==> src/rtl/ex_div_if.sv <==
// Execute-stage <-> divider handshake bundle: operands/start/annul in, result/ready out.
// The execute stage uses the master modport; the divider uses the slave modport.
interface ex_div_if;
    logic        signed_div;
    logic [31:0] op_a;
    logic [31:0] op_b;
    logic        start;
    logic        annul;
    logic [63:0] result;
    logic        ready;

    modport master (
        output signed_div, op_a, op_b, start, annul,
        input  result, ready
    );

    modport slave (
        input  signed_div, op_a, op_b, start, annul,
        output result, ready
    );
endinterface

==> src/rtl/ex_div.sv <==
// Radix-2 restoring 32-bit divider for DIV/DIVU; result = {remainder, quotient}.
// Optional DIV_EARLY_OUT_EN: finish at once when |dividend| < |divisor|.
module ex_div (
    input logic      clk_i,
    input logic      reset_i,
    ex_div_if.slave  div_if
);

    typedef enum logic [1:0] {StIdle, StByZero, StOn, StEnd} state_e;

    state_e      state_q;
    logic [5:0]  count_q;
    logic [31:0] rem_q;
    logic [31:0] quo_q;
    logic [31:0] divisor_q;
    logic        neg_quo_q;
    logic        neg_rem_q;
    logic [63:0] result_q;
    logic        ready_q;

    logic [31:0] mag_a;
    logic [31:0] mag_b;
    logic [32:0] shifted;
    logic [32:0] trial;
    logic [31:0] quo_fix;
    logic [31:0] rem_fix;

    always_comb begin
        mag_a   = (div_if.signed_div && div_if.op_a[31]) ? (~div_if.op_a + 32'd1) : div_if.op_a;
        mag_b   = (div_if.signed_div && div_if.op_b[31]) ? (~div_if.op_b + 32'd1) : div_if.op_b;
        // Partial remainder shifted left with the next dividend bit; sign of trial picks restore.
        shifted = {rem_q, quo_q[31]};
        trial   = shifted - {1'b0, divisor_q};
        quo_fix = neg_quo_q ? (~quo_q + 32'd1) : quo_q;
        rem_fix = neg_rem_q ? (~rem_q + 32'd1) : rem_q;
    end

    always_ff @(posedge clk_i or posedge reset_i) begin
        if (reset_i) begin
            state_q   <= StIdle;
            count_q   <= 6'd0;
            rem_q     <= 32'd0;
            quo_q     <= 32'd0;
            divisor_q <= 32'd0;
            neg_quo_q <= 1'b0;
            neg_rem_q <= 1'b0;
            result_q  <= 64'd0;
            ready_q   <= 1'b0;
        end else begin
            case (state_q)
                StIdle: begin
                    ready_q  <= 1'b0;
                    result_q <= 64'd0;
                    if (div_if.start && !div_if.annul) begin
                        if (div_if.op_b == 32'd0) begin
                            state_q <= StByZero;
`ifdef DIV_EARLY_OUT_EN
                        end else if (mag_a < mag_b) begin
                            state_q  <= StEnd;
                            result_q <= {div_if.op_a, 32'd0};
                            ready_q  <= 1'b1;
`endif
                        end else begin
                            state_q   <= StOn;
                            count_q   <= 6'd0;
                            rem_q     <= 32'd0;
                            quo_q     <= mag_a;
                            divisor_q <= mag_b;
                            neg_quo_q <= div_if.signed_div && (div_if.op_a[31] ^ div_if.op_b[31]);
                            neg_rem_q <= div_if.signed_div && div_if.op_a[31];
                        end
                    end
                end
                StByZero: begin
                    state_q  <= StEnd;
                    result_q <= 64'd0;
                    ready_q  <= 1'b1;
                end
                StOn: begin
                    if (div_if.annul) begin
                        state_q  <= StIdle;
                        result_q <= 64'd0;
                        ready_q  <= 1'b0;
                    end else if (count_q != 6'd32) begin
                        if (!trial[32]) begin
                            rem_q <= trial[31:0];
                            quo_q <= {quo_q[30:0], 1'b1};
                        end else begin
                            rem_q <= shifted[31:0];
                            quo_q <= {quo_q[30:0], 1'b0};
                        end
                        count_q <= count_q + 6'd1;
                    end else begin
                        result_q <= {rem_fix, quo_fix};
                        ready_q  <= 1'b1;
                        state_q  <= StEnd;
                    end
                end
                StEnd: begin
                    if (!div_if.start) begin
                        state_q  <= StIdle;
                        result_q <= 64'd0;
                        ready_q  <= 1'b0;
                    end
                end
                default: state_q <= StIdle;
            endcase
        end
    end

    assign div_if.result = result_q;
    assign div_if.ready  = ready_q;

endmodule

==> src/flat_wrapper.sv <==
// flat-port wrapper written by rule: the top's interface ports become plain ports
module ex_div_flat 
  (clk_i, reset_i, div_if_signed_div, div_if_op_a, div_if_op_b, div_if_start, div_if_annul, div_if_result, div_if_ready);
  ex_div_if div_if_i ();
  input logic clk_i;
  input logic reset_i;
  input wire logic [$bits(div_if_i.signed_div)-1:0] div_if_signed_div;
  input wire logic [$bits(div_if_i.op_a)-1:0] div_if_op_a;
  input wire logic [$bits(div_if_i.op_b)-1:0] div_if_op_b;
  input wire logic [$bits(div_if_i.start)-1:0] div_if_start;
  input wire logic [$bits(div_if_i.annul)-1:0] div_if_annul;
  output wire logic [$bits(div_if_i.result)-1:0] div_if_result;
  output wire logic [$bits(div_if_i.ready)-1:0] div_if_ready;
  assign div_if_i.signed_div = div_if_signed_div;
  assign div_if_i.op_a = div_if_op_a;
  assign div_if_i.op_b = div_if_op_b;
  assign div_if_i.start = div_if_start;
  assign div_if_i.annul = div_if_annul;
  assign div_if_result = div_if_i.result;
  assign div_if_ready = div_if_i.ready;
  ex_div u_core (.clk_i(clk_i), .reset_i(reset_i), .div_if(div_if_i));
endmodule
==> config.mk <==
export PLATFORM = sky130hd
export DESIGN_NAME = ex_div_flat
export DESIGN_NICKNAME = d
export VERILOG_FILES = /design/src/rtl/ex_div_if.sv /design/src/rtl/ex_div.sv /design/src/flat_wrapper.sv
export SDC_FILE = /design/constraint.sdc
export NUM_CORES = 1
export LEC_CHECK = 0
export ABC_AREA = 1
export BUFFER_PORTS_ARGS = -buffer_cell sky130_fd_sc_hd__buf_4
export CORE_AREA = 5 5 239 241
export CTS_BUF_LIST = sky130_fd_sc_hd__clkbuf_8
export CTS_CLUSTER_DIAMETER = 40
export CTS_CLUSTER_SIZE = 24
export DETAILED_ROUTE_END_ITERATION = 10
export DIE_AREA = 0 0 244 246
export GPL_ROUTABILITY_DRIVEN = 0
export RECOVER_POWER = 100
export SETUP_SLACK_MARGIN = 0.15
export SLEW_MARGIN = 20
export SYNTH_ARGS = -nofsm -noshare
export SYNTH_HDL_FRONTEND = slang
export SYNTH_SLANG_ARGS = --single-unit
==> constraint.sdc <==
create_clock -name clk_i -period 5.9 [get_ports clk_i]
set_input_delay 1.18 -clock clk_i [delete_from_list [all_inputs] [get_ports clk_i]]
set_output_delay 1.18 -clock clk_i [all_outputs]
set_load 0.01 [all_outputs]
# Word-level counts from Yosys, hierarchy flattened
# Cells that the tools add are included.
# Widths: inputs -> output; s select.
[word_totals]
register_bits = 171
in_bits = 69
out_inout_bits = 65
elab_cells = 79
[op_classes]
add_sub_neg = 6
eq_ne = 10
mux = 35
bitwise = 6
reduce_logical = 13
[ops]
columns = ["cell", "count"]
rows = [
  ["$mux 32", 13],
  ["$mux 64", 3],
  ["$pmux 64 s3", 1],
  ["$add 32x1->32 const B", 4],
  ["$not 32->32", 4],
  ["$pmux 32 s2", 2],
  ["$sub 33x32->33", 1],
  ["$logic_not 32->1", 1],
  ["$mux 6", 4],
  ["$pmux 6 s2", 1],
  ["$mux 2", 5],
  ["$pmux 2 s4", 1],
  ["$add 6x1->6 const B", 1],
  ["$ne 2x2->1 const B", 3],
  ["$ne 6x6->1 const B", 1],
  ["$reduce_and 3->1", 2],
  ["$reduce_and 5->1", 1],
  ["$eq 2x2->1 const B", 2],
  ["$logic_and 1x1->1", 4],
  ["$mux 1", 4],
  ["$ne 2x1->1 const B", 2],
  ["$pmux 1 s4", 1],
  ["$ne 3x3->1 const B", 1],
  ["$eq 2x1->1 const B", 1],
  ["other kinds (7)", 7],
]

# Depth between registers and ports, before layout
# Gate-level depths: netlist (run 1).
[logic_depth]
word_depth = 6
depth_mapped = 18
depth_no_buf = 17

# Least setup slack after synthesis (run 1)
# OpenSTA, ideal clock, no wires.
[synth_timing]
path_type = "input port to flip-flop"
from = "input div_if_op_b[0]"
to = "register u_core.divisor_q[22]"
setup_time_ps = 128
arrival_time_ps = 2503
required_ps = 5772
slack_ps = 3269
stages = 12
path_buffers = 0
path_cell_list = "inv_1 > ha_1 > inv_1 > nor3_4 > nand2_1 > nor2_1 > nand3_1 > nand2_1 > o21ai_0 > or2_1 > nand3_1 > o21ai_1"
[synth_via]
elab_chain_cells = 3
word_cells_on_any_way = 6
cone_classes = "1 x add/sub; 1 x mux; 2 x bitwise; 2 x reduce/logical"
[synth_lines]
columns = ["item", "line", "rtl"]
rows = [
  ["start, declared", "flat_wrapper.sv:9", "input wire logic [$bits(div_if_i.op_b)-1:0] div_if_op_b;"],
  ["$not 32->32 or $logic_not 32->1 (tied branches)", "ex_div.sv:30, ex_div.sv:55", ""],
  ["$add 32x1->32 or $not 1->1 (tied branches)", "n/a", ""],
  ["$mux 32 or $reduce_and 3->1 (tied branches)", "n/a", ""],
  ["end signal, assigned", "ex_div.sv:68", "divisor_q <= mag_b;"],
  ["end, declared", "ex_div.sv:15", "logic [31:0] divisor_q;"],
]
# Parallel ways exist; a longest one is shown, timed or not.
# A chain may end at the register's enable or synchronous reset.

# Worst setup path after layout (run 1)
[layout_timing]
from = "register u_core.state_q[0]"
to = "register u_core.rem_q[6]"
[layout_via]
elab_chain_cells = 3
word_cells_on_any_way = 9
cone_classes = "5 x eq/ne; 1 x mux; 3 x reduce/logical"
[layout_lines]
columns = ["item", "line", "rtl"]
rows = [
  ["start, declared", "ex_div.sv:11", "state_e state_q;"],
  ["start signal, assigned", "ex_div.sv:40", "state_q <= StIdle;"],
  ["start signal, assigned", "ex_div.sv:56", "state_q <= StByZero;"],
  ["start signal, assigned", "ex_div.sv:64", "state_q <= StOn;"],
  ["$eq 2x2->1 or $logic_not 2->1 (tied branches)", "ex_div.sv:50", "case (state_q)"],
  ["$ne 2x1->1 (no source line) (tied with other cells)", "n/a", ""],
  ["$reduce_and 5->1 (no source line)", "n/a", ""],
  ["end signal, assigned", "ex_div.sv:86", "rem_q <= trial[31:0];"],
  ["end signal, assigned", "ex_div.sv:89", "rem_q <= shifted[31:0];"],
  ["end, declared", "ex_div.sv:13", "logic [31:0] rem_q;"],
]
# Parallel ways exist; a longest one is shown, timed or not.

==> results of run 1 <==
==> through the flow <==
| stage | area [sq um] | total power [mW] |
|---|---|---|
| 2_1_floorplan | 13480 | 3.804 |
| 3_3_place_gp | 15130 | 4.726 |
| 3_5_place_dp | 15130 | 4.742 |
| 4_1_cts | 15560 | 5.701 |
| 5_1_grt | 15240 | 6.034 |
| 6_report | 15240 | 5.545 |
==> state kept, by name, summed over array words and instances (netlist names) <==
signal	cells
u_core.div_if.result	64
u_core.divisor_q	32
u_core.quo_q	32
u_core.rem_q	32
u_core.count_q	6
u_core.state_q	2
u_core.div_if.ready	1
u_core.neg_quo_q	1
u_core.neg_rem_q	1
==> Yosys cell counts, types with 6 or more instances <==
master    number
a21oi_1       61
a22o_1         8
buf_2         24
clkbuf_1      24
dfrtp_1      171
ha_1          42
inv_1        312
inv_2          6
nand2_1      732
nand3_1      197
nand3b_1       9
nand4_1       27
nor2_1       179
nor2_2        12
nor3_1        24
o211ai_1       7
o211ai_2      10
o21ai_0      116
o21ai_1       23
o31ai_1        9
xnor2_1       17
xor2_1        52
==> layout make-up <==
cell class                 count  area share [%]
tap                          704           5.779
inverter                     318           7.840
sequential                   171           28.08
clock inverter                11           1.108
antenna                        1         0.01642
multi-input combinational   1574           50.09
clock buffer                  19           1.716
timing repair buffer         140           5.377
==> logic make-up (layout without fill, tap and decap cells) <==
kind of cell | count (synthesis) | after routing | synth area share (%)
xor+xnor | 69 | 69 | 4.485
fa+ha+maj | 43 | 43 | 4.049
compound gates | 254 | 254 | 10.93
flops | 171 | 171 | 31.76
other cells | 0 | 1 | 0
buf+inv | 377 | 488 | 11.03
simple gates | 1208 | 1208 | 37.75
==> worst min-delay path, cell delays in order (launching register included) <==
cell and delay, ps:
dfrtp_1 350, nand2_1 50, nand2_1 50
==> layer usage <==
metal | vias up | wire [um] | GRT usage [%]
li1 | 6908 | - | -
met1 | 6054 | 21370 | 20.12
met2 | 284 | 21180 | 25.02
met3 | 70 | 1992 | 2.593
met4 | 0 | 1453 | 5.244
met5 | - | 0 | 0
==> power by group <==
part	leakage [nW]	switching (mW)	internal [mW]	total, mW
registers	2.27	0.316	1.50	1.82
logic	5.49	1.95	0.830	2.78
clock network	0.223	0.466	0.479	0.945
==> final timing paths <==
path | slack [ps] | startpoint | endpoint
worst min register to register | 480 | u_core.div_if.result[15] | u_core.div_if.result[15]
worst max register to register | 1760 | u_core.state_q[0] | u_core.rem_q[6]
worst max-delay path | 1760 | u_core.state_q[0] | u_core.rem_q[6]
max in group asynchronous | 4130 | reset_i | u_core.divisor_q[7]
min in group asynchronous | 560 | reset_i | u_core.div_if.result[10]
worst min-delay path | 480 | u_core.div_if.result[15] | u_core.div_if.result[15]
==> out/metrics.yaml, run 1 <==
outcome: "complete, no violations"
dr.pass1.iters: 5
path_delay_family: "simple AND/OR/NAND/NOR gates"
multiInputGateArea_sq_mm: 0.007634
routed_wirelength_mm: 46.00
period_needed_ps: 4139
reg2regPathDepth: 11
rows: 86
synth.top_cell.area_share_pct: 31.76
synthTopCellsByArea: "dfrtp_1 32%, nand2_1 20%, inv_1 8.7%, nand3_1 7.3%, nor2_1 5.0%"
viasPerCell: 4.532
cts.sinks: 171
fin_setup_tns_ps: 0
antenna_found_initial: 1
hold_buffers: 0
post-place-ws_ps: 2211
grt_pass1_wl_mm: 72.07
cts-root-buf: "clkbuf_8"
min_period_over_period_pct: 70.15
cts-resized-gates: 0
post-place-cells: 2907
die_w_um: 244
crit_arrival_ps: 4590
rsz0062_at_grt: "no"
synth-async-reset-ratio_pct: 100.0
fmax_ghz: 0.2416
p_leak_nw: 7.984
final_cells: 2938
setup_violations: 0
synth_cells: 2122
drt_iter0_drc: 946
critPathKind: "flip-flop to flip-flop"
synth_area_per_cell_sq_um: 6.350
fillers: 6146
timing.hold.ws_ps: 483.8
crit_slowest_cell: "nor2_4"
drc_errors: 0
path_clk_slew_ps: 90
drv_cap: 0
area_growth_pct: 13.11
yosys_warnings: 0
wl_per_cell_um: 15.66
die_area_sq_mm: 0.06002
finalClockSkew_ps: 12.70
synth_fp_nets: 2234
cp_max_fo: 32
hold_depth: 2
ys.flop_type: "dfrtp_1"
start_util_pct: 24.65
seqCellArea_sq_mm: 0.004279
path_depth: 11
final_util_pct: 27.88
final_cell_mix: "732 x nand2_1, 315 x inv_1, 198 x nand3_1, 180 x nor2_1, 171 x dfrtp_1"
cp-end-kind: "flip-flop"
postCtsSetupRepairBufs: 0
slowest_delay_ps: 810
finalNetCount: 2334
io_buffers: 133
tritoncts: "done"
vias: 13320
yosysSeqAreaShare_pct: 31.76
crit_chain: "inv_1 -> ha_1 -> inv_1 -> nor2_1 -> o21ai_0 -> o21ai_2 -> nand3_1 -> nor2_4 -> buf_4 -> nand3_1 -> nand2_1"
hpwlAfterDp_mm: 36.52
max_slew_margin_pct: 27.36
grt_pass1_vias: 12780
critPathLaunchType: "flip-flop"
vdd_drop_max_v: 0.0001763
worstHoldPathType: "flip-flop to flip-flop"
die_h_um: 246
gr-usage-all-layers_pct: 15.15
htree_levels: 4
ys_seq_elements: 171
path_buf_inv: 3
ant_nets: 0
p_per_area_mw_per_mm2: 363.8
yosysUniqueCellTypes: 45
drive_above_1_share_pct: 6.314
clk_latency_ps: 510
finalHoldViolCount: 0
setup_slack_ps: 1761
ios: 134
core-area_sq_mm: 0.05466
finalMaxSlewViolations: 0
cts_buffer_depth: 2
cts_buffers: 17
worst_pin_slew_ps: 1090
grt.overflow.total: 0
crit_required_ps: 6350
synth_edf_count: 0
syn_area_sq_mm: 0.01347
synth.largest_area_cell: "dfrtp_1"
grt_max_degree: 171
final_common_cell: "nand2_1"
No activity file was read; power rests on OpenSTA's default activity.
==> run 2: changes to the inputs <==
Clock period 5.9 ns to 3.9 ns, I/O delays scaled along.
==> run 2 against run 1 <==
The flow now finishes with violations (capacitance limit, slew limit). Via count increased by 1.1%. Utilization about the same. Clock power increased by 40%. Die area is the same. Power rose by 50%. Highest routed layer unchanged. Flip-flop and latch count did not move.
==> out/metrics.yaml, run 2 (synthesis results as in run 1) <==
outcome: "finished with violations"
violations: "capacitance limit, slew limit"
vias: 13460  # +1.1%
period_needed_ps: 3101  # -1037 ps
worst_pin_slew_ps: 1542  # +452.2 ps
routed_wirelength_mm: 45.96  # about the same
postCtsSetupRepairBufs: 0  # unchanged
finalClockSkew_ps: 15.60  # +2.903 ps
reg2reg_from: "u_core.state_q[0]"
timing.hold.ws_ps: 488.3  # +4.539 ps
critPathKind: "flip-flop to flip-flop"
start_util_pct: 24.65  # unchanged
max_slew_margin_pct: -2.783  # -30 points
hold_path_startpoint: "u_core.div_if.result[20]"
seq_power_share_pct: 32.9  # +0.2 points
hold_buffers: 0  # unchanged
final_common_cell: "nand2_1"
power.switching_mw: 4.230  # +55%
die_w_um: 244  # unchanged
grt.overflow.total: 0  # unchanged
finalMaxSlewViolations: 30  # +30
p_comb_share_pct: 51.3  # +1.1 points
core-area_sq_mm: 0.05466  # unchanged
fmax_ghz: 0.3224  # +33%
crit_arrival_ps: 3430  # -1160 ps
r2r-end: "u_core.div_if.result[28]"
p_per_area_mw_per_mm2: 545.0  # +50%
hold_depth: 2  # unchanged
p_leak_nw: 7.994  # +0.13%
hpwlAfterDp_mm: 36.72  # +0.54%
cp_max_fo: 68  # +110%
htree_levels: 4  # unchanged
placed_cell_area_sq_mm: 0.01522  # +0.56%
antenna_found_initial: 1  # unchanged
wl_per_cell_um: 15.59  # -0.42%
finalNetCount: 2342  # +0.34%
cts-resized-gates: 0  # unchanged
vdd_drop_max_v: 0.0002436  # +38%
p_sw_share_pct: 50.88  # +1.5 points
cpMostUsedCell: "inv_1"
largest_register_ffs: 64  # unchanged
reg2reg_slack_ps: 800  # -960 ps
cts_buffer_depth: 2  # unchanged
critPathLaunchType: "flip-flop"
crit_required_ps: 4230  # -2120 ps
setup_violations: 0  # unchanged
cts.sinks: 171  # unchanged
rows: 86  # unchanged
area_growth_pct: 13.22  # about the same
crit_slowest_cell: "clkbuf_2"
cts_buffers: 17  # unchanged
drt_iter0_drc: 1117  # +18%
cp-end-kind: "flip-flop"
dr.pass1.iters: 5  # unchanged
drive_above_1_share_pct: 6.598  # +0.28 points
crit_chain: "inv_1 -> ha_1 -> buf_4 -> inv_1 -> nor2_1 -> o21ai_2 -> nand2_1 -> clkbuf_2 -> o21ai_0"
io_buffers: 133  # unchanged
worstHoldPathType: "flip-flop to flip-flop"
tritoncts: "done"
reg2regPathDepth: 9  # -2
min_to: "u_core.div_if.result[20]"
die_area_sq_mm: 0.06002  # unchanged
drc_errors: 0  # unchanged
clockPowerShare_pct: 15.8  # -1.2 points
grt_pass1_vias: 12540  # -1.9%
die_h_um: 246  # unchanged
final_area_sq_mm: 0.01526  # about the same
fin_setup_tns_ps: 0  # unchanged
finalHoldViolCount: 0  # unchanged
cellInternalPower_mw: 4.084  # +45%
rsz0062_at_grt: "no"
drv_cap: 1  # +1
ant_nets: 0  # unchanged
min_period_over_period_pct: 79.52  # +9.4 points
cts-root-buf: "clkbuf_8"
path_clk_slew_ps: 110  # +20 ps
grt_pass1_wl_mm: 71.99  # -0.11%
final_cell_mix: "733 x nand2_1, 314 x inv_1, 198 x nand3_1, 180 x nor2_1, 171 x dfrtp_1"
ios: 134  # unchanged
viasPerCell: 4.564  # +0.71%
gr-usage-all-layers_pct: 14.96  # -0.19 points
clk_latency_ps: 500  # about the same
grt_max_degree: 69  # -60%
slowest_delay_ps: 1100  # +290 ps
## run 2: cell count changes in the layout (fill, tap and decap cells not counted), moves of 2 or more
cell / change
bufinv_16: -3
o21ai_1: +2
o21ai_0: -2
buf_4: +2
clkbuf_2: +2
inv_6: +3
clkbuf_1: +3
## run 2: how the worst max path moves through the flow
stage / start / endpoint / slack (ps) / cells past startpoint
after floorplan: reset_i / u_core.count_q[0] / 940 / 1
after global placement: div_if_op_b[0] / u_core.rem_q[10] / 890 / 13
after detailed placement: div_if_op_b[0] / u_core.rem_q[5] / 840 / 13
after CTS: u_core.quo_q[31] / u_core.rem_q[13] / 1040 / 17
after global routing: div_if_op_b[0] / u_core.count_q[3] / 460 / 12
final: u_core.state_q[0] / u_core.div_if.result[28] / 800 / 9
## run 2: layout make-up
cell class | count | area [sq um]
fill | 6137 | 39410
multi-input combinational | 1574 | 7626
sequential | 171 | 4279
inverter | 318 | 1195
tap | 704 | 880.8
timing repair buffer | 148 | 875.8
clock buffer | 19 | 261.5
clock inverter | 13 | 135.1
antenna | 1 | 2.502
## run 2: metrics by stage
| step | std cells | worst slack (ps) | total power, mW | utilization (%) |
|---|---|---|---|---|
| 6_report | 2948 | 798.6 | 8.314 | 27.91 |
| 5_1_grt | 2948 | 455.4 | 9.002 | 27.91 |
| 4_1_cts | 2947 | 1040 | 8.546 | 28.57 |
| 3_5_place_dp | 2915 | 839.9 | 7.206 | 27.84 |
| 3_3_place_gp | 2915 | 890.1 | 7.192 | 27.84 |
| 2_1_floorplan | 2122 | 937.3 | 5.755 | - |
## run 2: critical path, delay by kind of cell, from the launching register on
kind                       cells  cell delay (ps)
AOI/OAI and AO/OA              2              330
buffers and inverters          4             1560
adders and majority gates      1              140
DFF                            1              430
and+or+nand+nor                2              420
## run 2: routing by layer
layer	GRT usage (%)	vias to the layer above	part of all wire (%)
li1	-	6928	-
met1	20.33	6173	47
met2	24.95	311	47
met3	2.528	44	4.3
met4	3.584	0	1.8
met5	0	-	0
## run 2: power groups by stage
stage               sequential, mW  clock (mW)  combinational [mW]
finish                        2.73        1.32                4.26
detailed placement            2.76           0                4.45
CTS                           2.72        1.35                4.47
global route                  2.79        1.42                4.80
global placement              2.76           0                4.43
floorplan                     2.64           0                3.11
==> run 3: changes to the inputs <==
Clock period 3.9 ns to 2.8 ns, I/O delays scaled along.
==> run 3 against run 2 <==
The flow still finishes with violations (capacitance limit, slew limit). Via count hardly changed. First-iteration DRC count is 18% lower. Clock power is 44% higher. Utilization is 0.43 points higher. Non-clock buffer count is 16 higher. Critical endpoint is now u_core.rem_q[0].
==> out/metrics.yaml, run 3 (synthesis results as in run 1) <==
antenna_found_initial: 0  # -1
area_growth_pct: 14.95
drv_cap: 2  # +1
final_common_cell: "nand2_1"
vias: 13460  # +0.037%
worst_pin_slew_ps: 2095  # +553.2 ps
largest_register_ffs: 64  # unchanged
rows: 86  # unchanged
cts_buffer_depth: 2  # unchanged
dr.pass1.iters: 5  # unchanged
grt_pass1_wl_mm: 71.34  # -0.91%
hpwlAfterDp_mm: 36.80  # +0.21%
max_slew_margin_pct: -39.66  # -37 points
final_cell_mix: "732 x nand2_1, 312 x inv_1, 196 x nand3_1, 184 x nor2_1, 171 x dfrtp_1"
cp_max_fo: 15  # -78%
worstHoldPathType: "input port to flip-flop"
core-area_sq_mm: 0.05466  # unchanged
cts.sinks: 171  # unchanged
hold_buffers: 0  # unchanged
fillers: 6137  # unchanged
grt_pass1_vias: 12540  # -0.016%
grtUsageMet1_pct: 19.96  # -0.37 points
vdd_drop_max_v: 0.0003053  # +25%
fmax_ghz: 0.3909  # +21%
finalHoldViolCount: 0  # unchanged
routed_wirelength_mm: 45.90  # -0.13%
cts-root-buf: "clkbuf_8"
die_w_um: 244  # unchanged
rsz0062_at_grt: "no"
use_met2_pct: 24.81  # -0.14 points
p_leak_nw: 8.122  # +1.6%
p_per_area_mw_per_mm2: 754.3  # +38%
die_area_sq_mm: 0.06002  # unchanged
finalMaxSlewViolations: 173  # +480%
crit_arrival_ps: 2960  # -470 ps
htree_levels: 4  # unchanged
drive_above_1_share_pct: 7.696  # +1.1 points
grt_max_degree: 92  # +33%
outcome: "finished with violations"
cts_buffers: 17  # unchanged
period_needed_ps: 2558  # -543.4 ps
wl_per_cell_um: 15.48  # -0.74%
busiest_layer: "met2"
tritoncts: "done"
io_buffers: 133  # unchanged
use_met3_pct: 2.506  # -0.022 points
final_util_pct: 28.34  # +0.43 points
die_h_um: 246  # unchanged
violations: "capacitance limit, slew limit"
critPathKind: "flip-flop to flip-flop"
critPathLaunchType: "flip-flop"
grt.overflow.total: 0  # unchanged
min_period_over_period_pct: 91.36  # +12 points
crit_required_ps: 3200  # -1030 ps
cp-end-kind: "flip-flop"
viasPerCell: 4.538  # -0.57%
path_clk_slew_ps: 100  # about the same
ios: 134  # unchanged
clk_latency_ps: 510  # about the same
ant_nets: 0  # unchanged
setup_violations: 0  # unchanged
finalClockSkew_ps: 16.27  # +0.6720 ps
finalNetCount: 2360  # +0.77%
gr-usage-all-layers_pct: 14.92  # -0.039 points
drc_errors: 0  # unchanged
drt_iter0_drc: 912  # -18%
fin_setup_tns_ps: 0  # unchanged
start_util_pct: 24.65  # unchanged
-- run 3: changes by cell type in the layout (fill, tap and decap cells not counted), moves of 3 or more --
| cell | delta |
|---|---|
| o21ai_1 | +3 |
| o21ai_0 | -4 |
| buf_4 | +12 |
| nor2_2 | -4 |
| nor2_1 | +4 |
-- run 3: layout make-up --
| cell class | count | area, sq um | share of cell area, % |
|---|---|---|---|
| Antenna cell | 1 | 2.502 | 0.01616 |
| Clock buffer | 17 | 234.0 | 1.511 |
| Clock inverter | 15 | 180.2 | 1.163 |
| Inverter | 318 | 1195 | 7.715 |
| Multi-Input combinational cell | 1576 | 7695 | 49.68 |
| Sequential cell | 171 | 4279 | 27.63 |
| Tap cell | 704 | 880.8 | 5.687 |
| Timing Repair Buffer | 164 | 1022 | 6.600 |
-- run 3: stage by stage --
step | std cells | hold WS [ps] | power, mW | setup WS [ps] | cell area (sq um)
after floorplan | 2122 | 453.0 | 8.016 | 57.30 | 13480
after global placement | 2926 | 468.3 | 10.05 | 159.9 | 15330
after detailed placement | 2926 | 471.6 | 10.10 | 165.6 | 15330
after CTS | 2958 | 196.2 | 12.03 | 169.0 | 15750
after global routing | 2965 | 317.7 | 12.72 | 81.98 | 15490
final | 2966 | 349.1 | 11.68 | 242.0 | 15490
-- run 3: critical path, cell delays in order, from the launching register on --
cell	delay, ps
dfrtp_1	580
ha_2	410
nand2_1	100
inv_1	60
nand2_1	130
inv_1	50
a21oi_1	190
nand2_2	110
nand2_4	100
nand2_4	60
nand2_4	240
buf_8	190
nand3_1	80
nand3_1	90
nand2_1	60
-- run 3: repair_timing --
action,CTS,global route
cloned,0,2
endpoints found under the setup margin,2,33
resized for setup,1,10
pin swaps,0,1
buffers inserted,0,5
-- run 3: power by group --
| group | leakage [nW] | switching [mW] | internal, mW |
|---|---|---|---|
| logic | 5.65 | 4.17 | 1.82 |
| clock network | 0.205 | 1.07 | 0.825 |
| registers | 2.27 | 0.637 | 3.16 |
| total | 8.12 | 5.88 | 5.80 |
-- run 3: final timing paths --
path,slack [ps],to,startpoint,cells after the start
max,240,u_core.rem_q[0],u_core.rem_q[11],14
min,350,u_core.quo_q[0],div_if_op_a[0],3
max reg2reg,240,u_core.rem_q[0],u_core.rem_q[11],14
min reg2reg,490,u_core.div_if.result[20],u_core.div_if.result[20],2
max in group asynchronous,720,u_core.divisor_q[30],reset_i,3
min in group asynchronous,820,u_core.div_if.result[50],reset_i,3
-- run 3: per-layer routing --
metal,vias up,part of all wire [%]
met3,55,4.0
met4,0,2.6
met2,282,47
met1,6158,47
met5,-,0
li1,6966,-
